[config.mk]
export PLATFORM = sky130hd
export DESIGN_NAME = muldiv_unit
export DESIGN_NICKNAME = d
export VERILOG_FILES = /design/src/rtl/muldiv_unit.sv
export SDC_FILE = /design/constraint.sdc
export NUM_CORES = 2
export LEC_CHECK = 0
export ABC_AREA = 1
export BUFFER_PORTS_ARGS = -buffer_cell sky130_fd_sc_hd__clkbuf_2
export CAP_MARGIN = 25
export CORE_ASPECT_RATIO = 2
export CORE_MARGIN = 5
export CORE_UTILIZATION = 41
export DETAILED_ROUTE_END_ITERATION = 16
export GPL_TIMING_DRIVEN = 0
export SLEW_MARGIN = 10
export SYNTH_ARGS = -nofsm -noshare
export SYNTH_HDL_FRONTEND = slang
export SYNTH_SLANG_ARGS = --single-unit
[constraint.sdc]
create_clock -name clk -period 6.6 [get_ports clk]
set_input_delay 0.33 -clock clk [delete_from_list [all_inputs] [get_ports clk]]
set_output_delay 0.33 -clock clk [all_outputs]
set_load 0.02 [all_outputs]
[src/rtl/muldiv_unit.sv]
// Iterative radix-2 multiply/divide unit for alu_control codes 1000-1111 (MUL..MULHU).
// Fixed XLEN+2 cycle latency from accept to done; start is ignored while busy, flush kills silently.
module muldiv_unit #(
  parameter int XLEN  = 64,
  parameter int CNT_W = $clog2(XLEN) + 1
) (
  input  logic            clk,
  input  logic            reset,
  input  logic            start,
  input  logic [3:0]      alu_control,
  input  logic [XLEN-1:0] operand_a,
  input  logic [XLEN-1:0] operand_b,
  input  logic            flush,
  output logic            busy,
  output logic            done,
  output logic [XLEN-1:0] result,
  output logic            div_by_zero
);

  localparam logic [1:0] S_IDLE   = 2'd0;
  localparam logic [1:0] S_CALC   = 2'd1;
  localparam logic [1:0] S_FINISH = 2'd2;
  localparam logic [1:0] S_DONE   = 2'd3;

  localparam logic [2:0] OP_MUL   = 3'd0;
  localparam logic [2:0] OP_MULU  = 3'd1;
  localparam logic [2:0] OP_DIV   = 3'd2;
  localparam logic [2:0] OP_DIVU  = 3'd3;
  localparam logic [2:0] OP_REM   = 3'd4;
  localparam logic [2:0] OP_REMU  = 3'd5;
  localparam logic [2:0] OP_MULH  = 3'd6;
  localparam logic [2:0] OP_MULHU = 3'd7;

  localparam logic [XLEN-1:0] INT_MIN = {1'b1, {(XLEN-1){1'b0}}};

  logic [1:0]        state;
  logic [CNT_W-1:0]  cnt;
  logic [2:0]        op;
  logic              op_div;
  logic              sign_a;
  logic              sign_b;
  logic              b_zero;
  logic              ovf;
  logic [XLEN-1:0]   a_lat;
  logic [XLEN-1:0]   addend;
  // multiply: {product_hi, multiplier/product_lo}; divide: {remainder, quotient}
  logic [2*XLEN-1:0] acc;

  logic              launch;
  logic              in_signed;
  logic              in_div;
  logic              in_sa;
  logic              in_sb;
  logic [XLEN-1:0]   mag_a;
  logic [XLEN-1:0]   mag_b;

  always_comb begin
    in_signed = ~alu_control[0];
    in_div    = (alu_control[2:0] >= OP_DIV) && (alu_control[2:0] <= OP_REMU);
    in_sa     = in_signed & operand_a[XLEN-1];
    in_sb     = in_signed & operand_b[XLEN-1];
    mag_a     = in_sa ? ('0 - operand_a) : operand_a;
    mag_b     = in_sb ? ('0 - operand_b) : operand_b;
    launch    = start & alu_control[3] & ((state == S_IDLE) || (state == S_DONE));
  end

  logic [XLEN:0]     mul_sum;
  logic [XLEN:0]     div_shift;
  logic [XLEN+1:0]   div_diff;
  logic              div_borrow;
  logic [2*XLEN-1:0] acc_next;

  always_comb begin
    mul_sum    = {1'b0, acc[2*XLEN-1:XLEN]} + {1'b0, (acc[0] ? addend : {XLEN{1'b0}})};
    div_shift  = acc[2*XLEN-1:XLEN-1];
    div_diff   = {1'b0, div_shift} - {2'b00, addend};
    div_borrow = div_diff[XLEN+1];
    if (op_div) begin
      acc_next = {(div_borrow ? div_shift[XLEN-1:0] : div_diff[XLEN-1:0]),
                  acc[XLEN-2:0], ~div_borrow};
    end else begin
      acc_next = {mul_sum, acc[XLEN-1:1]};
    end
  end

  logic [2*XLEN-1:0] prod_fix;
  logic [XLEN-1:0]   quot_fix;
  logic [XLEN-1:0]   rem_fix;
  logic [XLEN-1:0]   fin_result;

  // Sign flags are only ever set for signed ops, so unsigned results pass straight through.
  always_comb begin
    prod_fix = (sign_a ^ sign_b) ? ('0 - acc) : acc;
    quot_fix = (sign_a ^ sign_b) ? ('0 - acc[XLEN-1:0]) : acc[XLEN-1:0];
    rem_fix  = sign_a ? ('0 - acc[2*XLEN-1:XLEN]) : acc[2*XLEN-1:XLEN];
    case (op)
      OP_MUL, OP_MULU:   fin_result = prod_fix[XLEN-1:0];
      OP_MULH, OP_MULHU: fin_result = prod_fix[2*XLEN-1:XLEN];
      OP_DIV, OP_DIVU:   fin_result = b_zero ? '1 : (ovf ? a_lat : quot_fix);
      default:           fin_result = b_zero ? a_lat : (ovf ? '0 : rem_fix);
    endcase
  end

  always_ff @(posedge clk) begin
    if (reset) begin
      state       <= S_IDLE;
      cnt         <= '0;
      op          <= '0;
      op_div      <= 1'b0;
      sign_a      <= 1'b0;
      sign_b      <= 1'b0;
      b_zero      <= 1'b0;
      ovf         <= 1'b0;
      a_lat       <= '0;
      addend      <= '0;
      acc         <= '0;
      result      <= '0;
      div_by_zero <= 1'b0;
    end else if (flush) begin
      state <= S_IDLE;
      cnt   <= '0;
    end else begin
      case (state)
        S_IDLE, S_DONE: begin
          if (launch) begin
            state  <= S_CALC;
            cnt    <= '0;
            op     <= alu_control[2:0];
            op_div <= in_div;
            sign_a <= in_sa;
            sign_b <= in_sb;
            b_zero <= (operand_b == '0);
            ovf    <= in_div & in_signed & (operand_a == INT_MIN) & (operand_b == '1);
            a_lat  <= operand_a;
            addend <= in_div ? mag_b : mag_a;
            acc    <= {{XLEN{1'b0}}, (in_div ? mag_a : mag_b)};
          end else begin
            state <= S_IDLE;
          end
        end
        S_CALC: begin
          acc <= acc_next;
          cnt <= cnt + CNT_W'(1);
          if (cnt == CNT_W'(XLEN - 1)) begin
            state <= S_FINISH;
          end
        end
        S_FINISH: begin
          result      <= fin_result;
          div_by_zero <= b_zero & op_div;
          state       <= S_DONE;
        end
        default: state <= S_IDLE;
      endcase
    end
  end

  assign busy = (state == S_CALC) || (state == S_FINISH);
  assign done = (state == S_DONE);

endmodule

==> results of run 1 <==
-- per-stage QoR --
stage / util, % / setup WS [ns] / cells / area, um2 / hold slack [ns]
after floorplan: - / 3.73 / 7684 / 40400 / 0.444
after global placement: 43.8 / 1.41 / 9206 / 43000 / 0.452
after detailed placement: 43.9 / 1.39 / 9213 / 43100 / 0.455
after CTS: 45.2 / 1.36 / 9282 / 44500 / 0.0108
-- routing by layer --
metal	GRT usage, %	overflow
met1	69.6	4
met2	90.8	306
met3	52.3	12
met4	78.4	302
met5	18.8	1
-- cell families after synthesis --
kind of cell               synth area share, %
and+or+nand+nor                           43.6
AOI/OAI and AO/OA                         19.3
buffers and inverters                     13.5
DFF                                       16.7
adders and majority gates                 4.34
xor gates and xnor gates                  2.58
-- synth_stat cells (19+ instances only) --
master    instances  area [um2]
o21bai_1         33         248
xor2_1          108         946
o211ai_1         44         330
a31oi_1          28         175
o21ai_0         569        2850
nor4_1           25         156
nor3_1           85         425
nand3b_1         23         173
nand3_1         719        3600
nor2_2           22         138
nand2_1        2343        8790
a21oi_1         705        3530
inv_2            19        71.3
nor2_1          775        2910
clkbuf_1        220         826
or2_2            34         213
nand4_1         132         826
buf_1            25        93.8
buf_2            33         165
o21ai_1          21         105
dfxtp_1         337        6750
ha_1            137        1710
inv_1          1112        4170
==> metrics.txt, run 1 <==
Fail Step=global routing; first-pass GRT wire length=564000 um; synth unique cells=63; grt ovf=625; syn_area_per_cell=5.26 um2; post-cts sizing count=0; Die Ht=454 um; DIE WIDTH=232 um; clock buffer depth=3; Syn Nets=7959; Post-Syn Area=0.0404 mm2; ys flop type=dfxtp_1; # port buffers=202; All-Layer GR Usage=71.8%; Error=[ERROR GRT-0116] Global routing finished with congestion. Check the congestion regions in the DRC Viewer.; post-CTS setup buffers=0; outcome=did not finish; number of flops mapped to enable cells by yosys=0; top-level port count=203; Detailed Place HPWL=266000 um; ys async rst share=0%; CTS root buffer=clkbuf_16; Syn. warnings=0; TritonCTS Buffers=38; clk sinks=337; CTS Hold Bufs=2; largest net degree at the start of global routing=16; num rows=163; Starting Density=41.1%; H-Tree Depth=2; Synth Instances=7684; number of global-route vias before repair=63700; Seq cells post-synth=337; Seq/Total Area, Yosys=16.7%; Placer Congestion=1.27
==> run 2, diff against run 1 <==
--- a/config.mk
+++ b/config.mk
@@ -8,11 +8,11 @@
 export ABC_AREA = 1
 export BUFFER_PORTS_ARGS = -buffer_cell sky130_fd_sc_hd__clkbuf_2
 export CAP_MARGIN = 25
-export CORE_ASPECT_RATIO = 2
 export CORE_MARGIN = 5
-export CORE_UTILIZATION = 41
+export CORE_UTILIZATION = 26
 export DETAILED_ROUTE_END_ITERATION = 16
 export GPL_TIMING_DRIVEN = 0
+export PLACE_DENSITY_LB_ADDON = 0.15
 export SLEW_MARGIN = 10
 export SYNTH_ARGS = -nofsm -noshare
 export SYNTH_HDL_FRONTEND = slang
==> metrics.txt, run 2 <==
outcome=finished, final reports clean (was did not finish); share of cells above drive strength 1=5.96%; DRT antenna net count=0; vias per inst=5.58; Synth Instances=7684 (unchanged); Finished Core Util=29.9%; critical-path cell list=clkbuf_1, clkbuf_1, nand2_1, inv_1, ha_1, inv_1, fa_1, inv_1, nand3_1, nand3_1, a21oi_1, o21ai_0, nand2_1, nand3_1, nand2_1, nand3_1, nand2_1, inv_1, nand2_1, a21oi_1; combinational share of power=35.8%; part of the power in the clock network=36.0%; CP max-delay cell=clkbuf_1; core footprint=0.154 mm2; H-Tree Depth=2 (unchanged); Tcrit/Tclk final=82.3%; num rows=144 (was 163); TritonCTS Buffers=48 (was 38); max-slew violations=0; Internal=4.38 mW; Final Hold Fails=0; critical path startpoint category=flip-flop; most used cell, CP=nand2_1; max frequency=0.184 GHz; first-pass GRT wire length=439000 um; clk_skew=0.0358 ns; final WL=335000 um; CP delay by family, top=buffers and inverters; via count=56200; worst vdd ir=190 uV; largest net degree at the start of global routing=15; Syn. warnings=0 (unchanged); GR Util met1=53.8%; routing usage on met3=7.67%; Die Ht=404 um (was 454 um); Largest Register=acc; insertion delay to the later sink of the worst-skew pair=0.66 ns; Post-DP Area=0.0444 mm2 (was 0.0431 mm2); WP buf/inv=6; Layout Cell Area excl Fill=0.0462 mm2; Critical Path Fanout Max=10; Sequential Power Share=28.2%; CTS tree=done; Seq cells post-synth=337 (unchanged); most frequent cells in the layout=2343 x nand2_1, 1112 x inv_1, 775 x nor2_1, 719 x nand3_1, 705 x a21oi_1; area leader, netlist=nand2_1 (unchanged); total negative slack=0 ns; Worst Tran Pin Value=1.23 ns; CP peak stage delay=0.83 ns; Power Dens Cells=172 mW/mm2; Worst slew margin=17.9%; post-cts sizing count=0 (unchanged); All-Layer GR Usage=39.1%; min Tclk post-route=5.43 ns; max reg flops=128; Max-Cap Viols=0; Placer Congestion=1.07 (was 1.27); nets=8250; Crit path required time=7.18 ns; Psw=3.55 mW; die area=0.163 mm2; Worst-path clk slew=0.06 ns; Detailed Place HPWL=291000 um (was 266000 um); P&R area growth vs syn=14.3%; Worst Hold Margin=0.0393 ns; CTS root buffer=clkbuf_16 (unchanged); top-level port count=203 (unchanged); synth top area cells=nand2_1 22%, dfxtp_1 17%, inv_1 10% (unchanged); most common cell in the netlist=nand2_1 (unchanged); DR pass1 iterations=6; CP Class=flip-flop to flip-flop; RSZ-0062 raised after global routing=false; Post-Syn Area=0.0404 mm2 (unchanged); met2 usage=57.2%; busiest grt layer=met2; top cell type's share of synthesized area=21.8% (unchanged); number of flops mapped to enable cells by yosys=0 (unchanged); Setup violations, final=0; wire per inst=33.3 um; number of global-route vias before repair=50500; fillcell total=18400; Worst EP arrival=6.02 ns; ys async rst share=0% (unchanged); min-delay worst type=primary input to flip-flop; top cells by count, synth=2343 x nand2_1, 1112 x inv_1, 775 x nor2_1, 719 x nand3_1, 705 x a21oi_1 (unchanged); clock buffer depth=3 (unchanged); grt ovf=0; most common cell after layout, fill and taps aside=nand2_1; sw frac=44.8%; initial antenna violation count=26; Starting DRT DRC Count=7368; Starting Density=26.2% (was 41.1%); Syn Nets=7959 (unchanged); Setup crit end kind=flip-flop; DIE WIDTH=404 um (was 232 um); clk sinks=337 (unchanged); syn_area_per_cell=5.26 um2 (unchanged); Seq/Total Area, Yosys=16.7% (unchanged); ys flop type=dfxtp_1 (unchanged); DRC=0; leakage power=23.1 nW; # port buffers=202 (unchanged); synth unique cells=63 (unchanged)
run 2: worst min-delay path, cell delays in order:
cell and delay (ns):
clkbuf_2 0.11, inv_1 0.12, a21oi_1 0.08
run 2: area by class of cell:
cell class	instances	area, um2	area share (%)
clock inverter	27	357	0.773
tap	2044	2560	5.54
buffer	287	1190	2.58
timing repair buffer	241	1490	3.22
inverter	1135	4260	9.23
clock buffer	63	1350	2.92
sequential	337	6750	14.6
antenna	9	22.5	0.0488
multi-input combinational	5925	28200	61.1
run 2: path summary, 6_finish.rpt:
| check | startpoint | end | slack (ns) | depth (start not counted) |
|---|---|---|---|---|
| min reg2reg | result[60] | result[60] | 0.46 | 2 |
| max reg2reg | acc[0] | acc[127] | 1.17 | 20 |
| max | acc[0] | acc[127] | 1.17 | 20 |
| min | operand_a[11] | a_lat[11] | 0.04 | 3 |
run 2: timing repair:
action,in CTS,in global routing
hold buffers,6,0
buffers inserted,0,0
setup endpoints to repair,0,0
endpoints found under the hold margin,6,0
run 2: cells by family after synthesis:
kind of cell | Yosys count | synth area share (%)
compound gates | 1466 | 19.3
xor+xnor | 119 | 2.58
fa+ha+maj | 139 | 4.34
buf+inv | 1422 | 13.5
flops | 337 | 16.7
simple gates | 4201 | 43.6
run 2: power groups by stage:
stage / clock network [mW] / logic, mW / registers, mW
3_3_place_gp: 0 / 2.71 / 2.27
5_1_grt: 2.94 / 2.95 / 2.23
4_1_cts: 2.87 / 2.73 / 2.22
6_report: 2.85 / 2.84 / 2.24
3_5_place_dp: 0 / 2.72 / 2.27
2_1_floorplan: 0 / 1.42 / 2.18
run 2: through the flow:
stage / setup slack, ns / cells / power, mW
floorplan: 3.73 / 7684 / 3.60
global placement: 1.34 / 9930 / 4.98
detailed placement: 1.32 / 9963 / 4.99
CTS: 1.31 / 10100 / 7.83
global route: 1.13 / 10100 / 8.12
finish: 1.17 / 10100 / 7.93
run 2: per-layer routing:
metal,wire (um),vias up
met5,46,-
met4,22800,8
met3,30200,529
met2,136000,3025
met1,146000,27200
li1,-,25400
No activity file was read; power rests on OpenSTA's default activity.
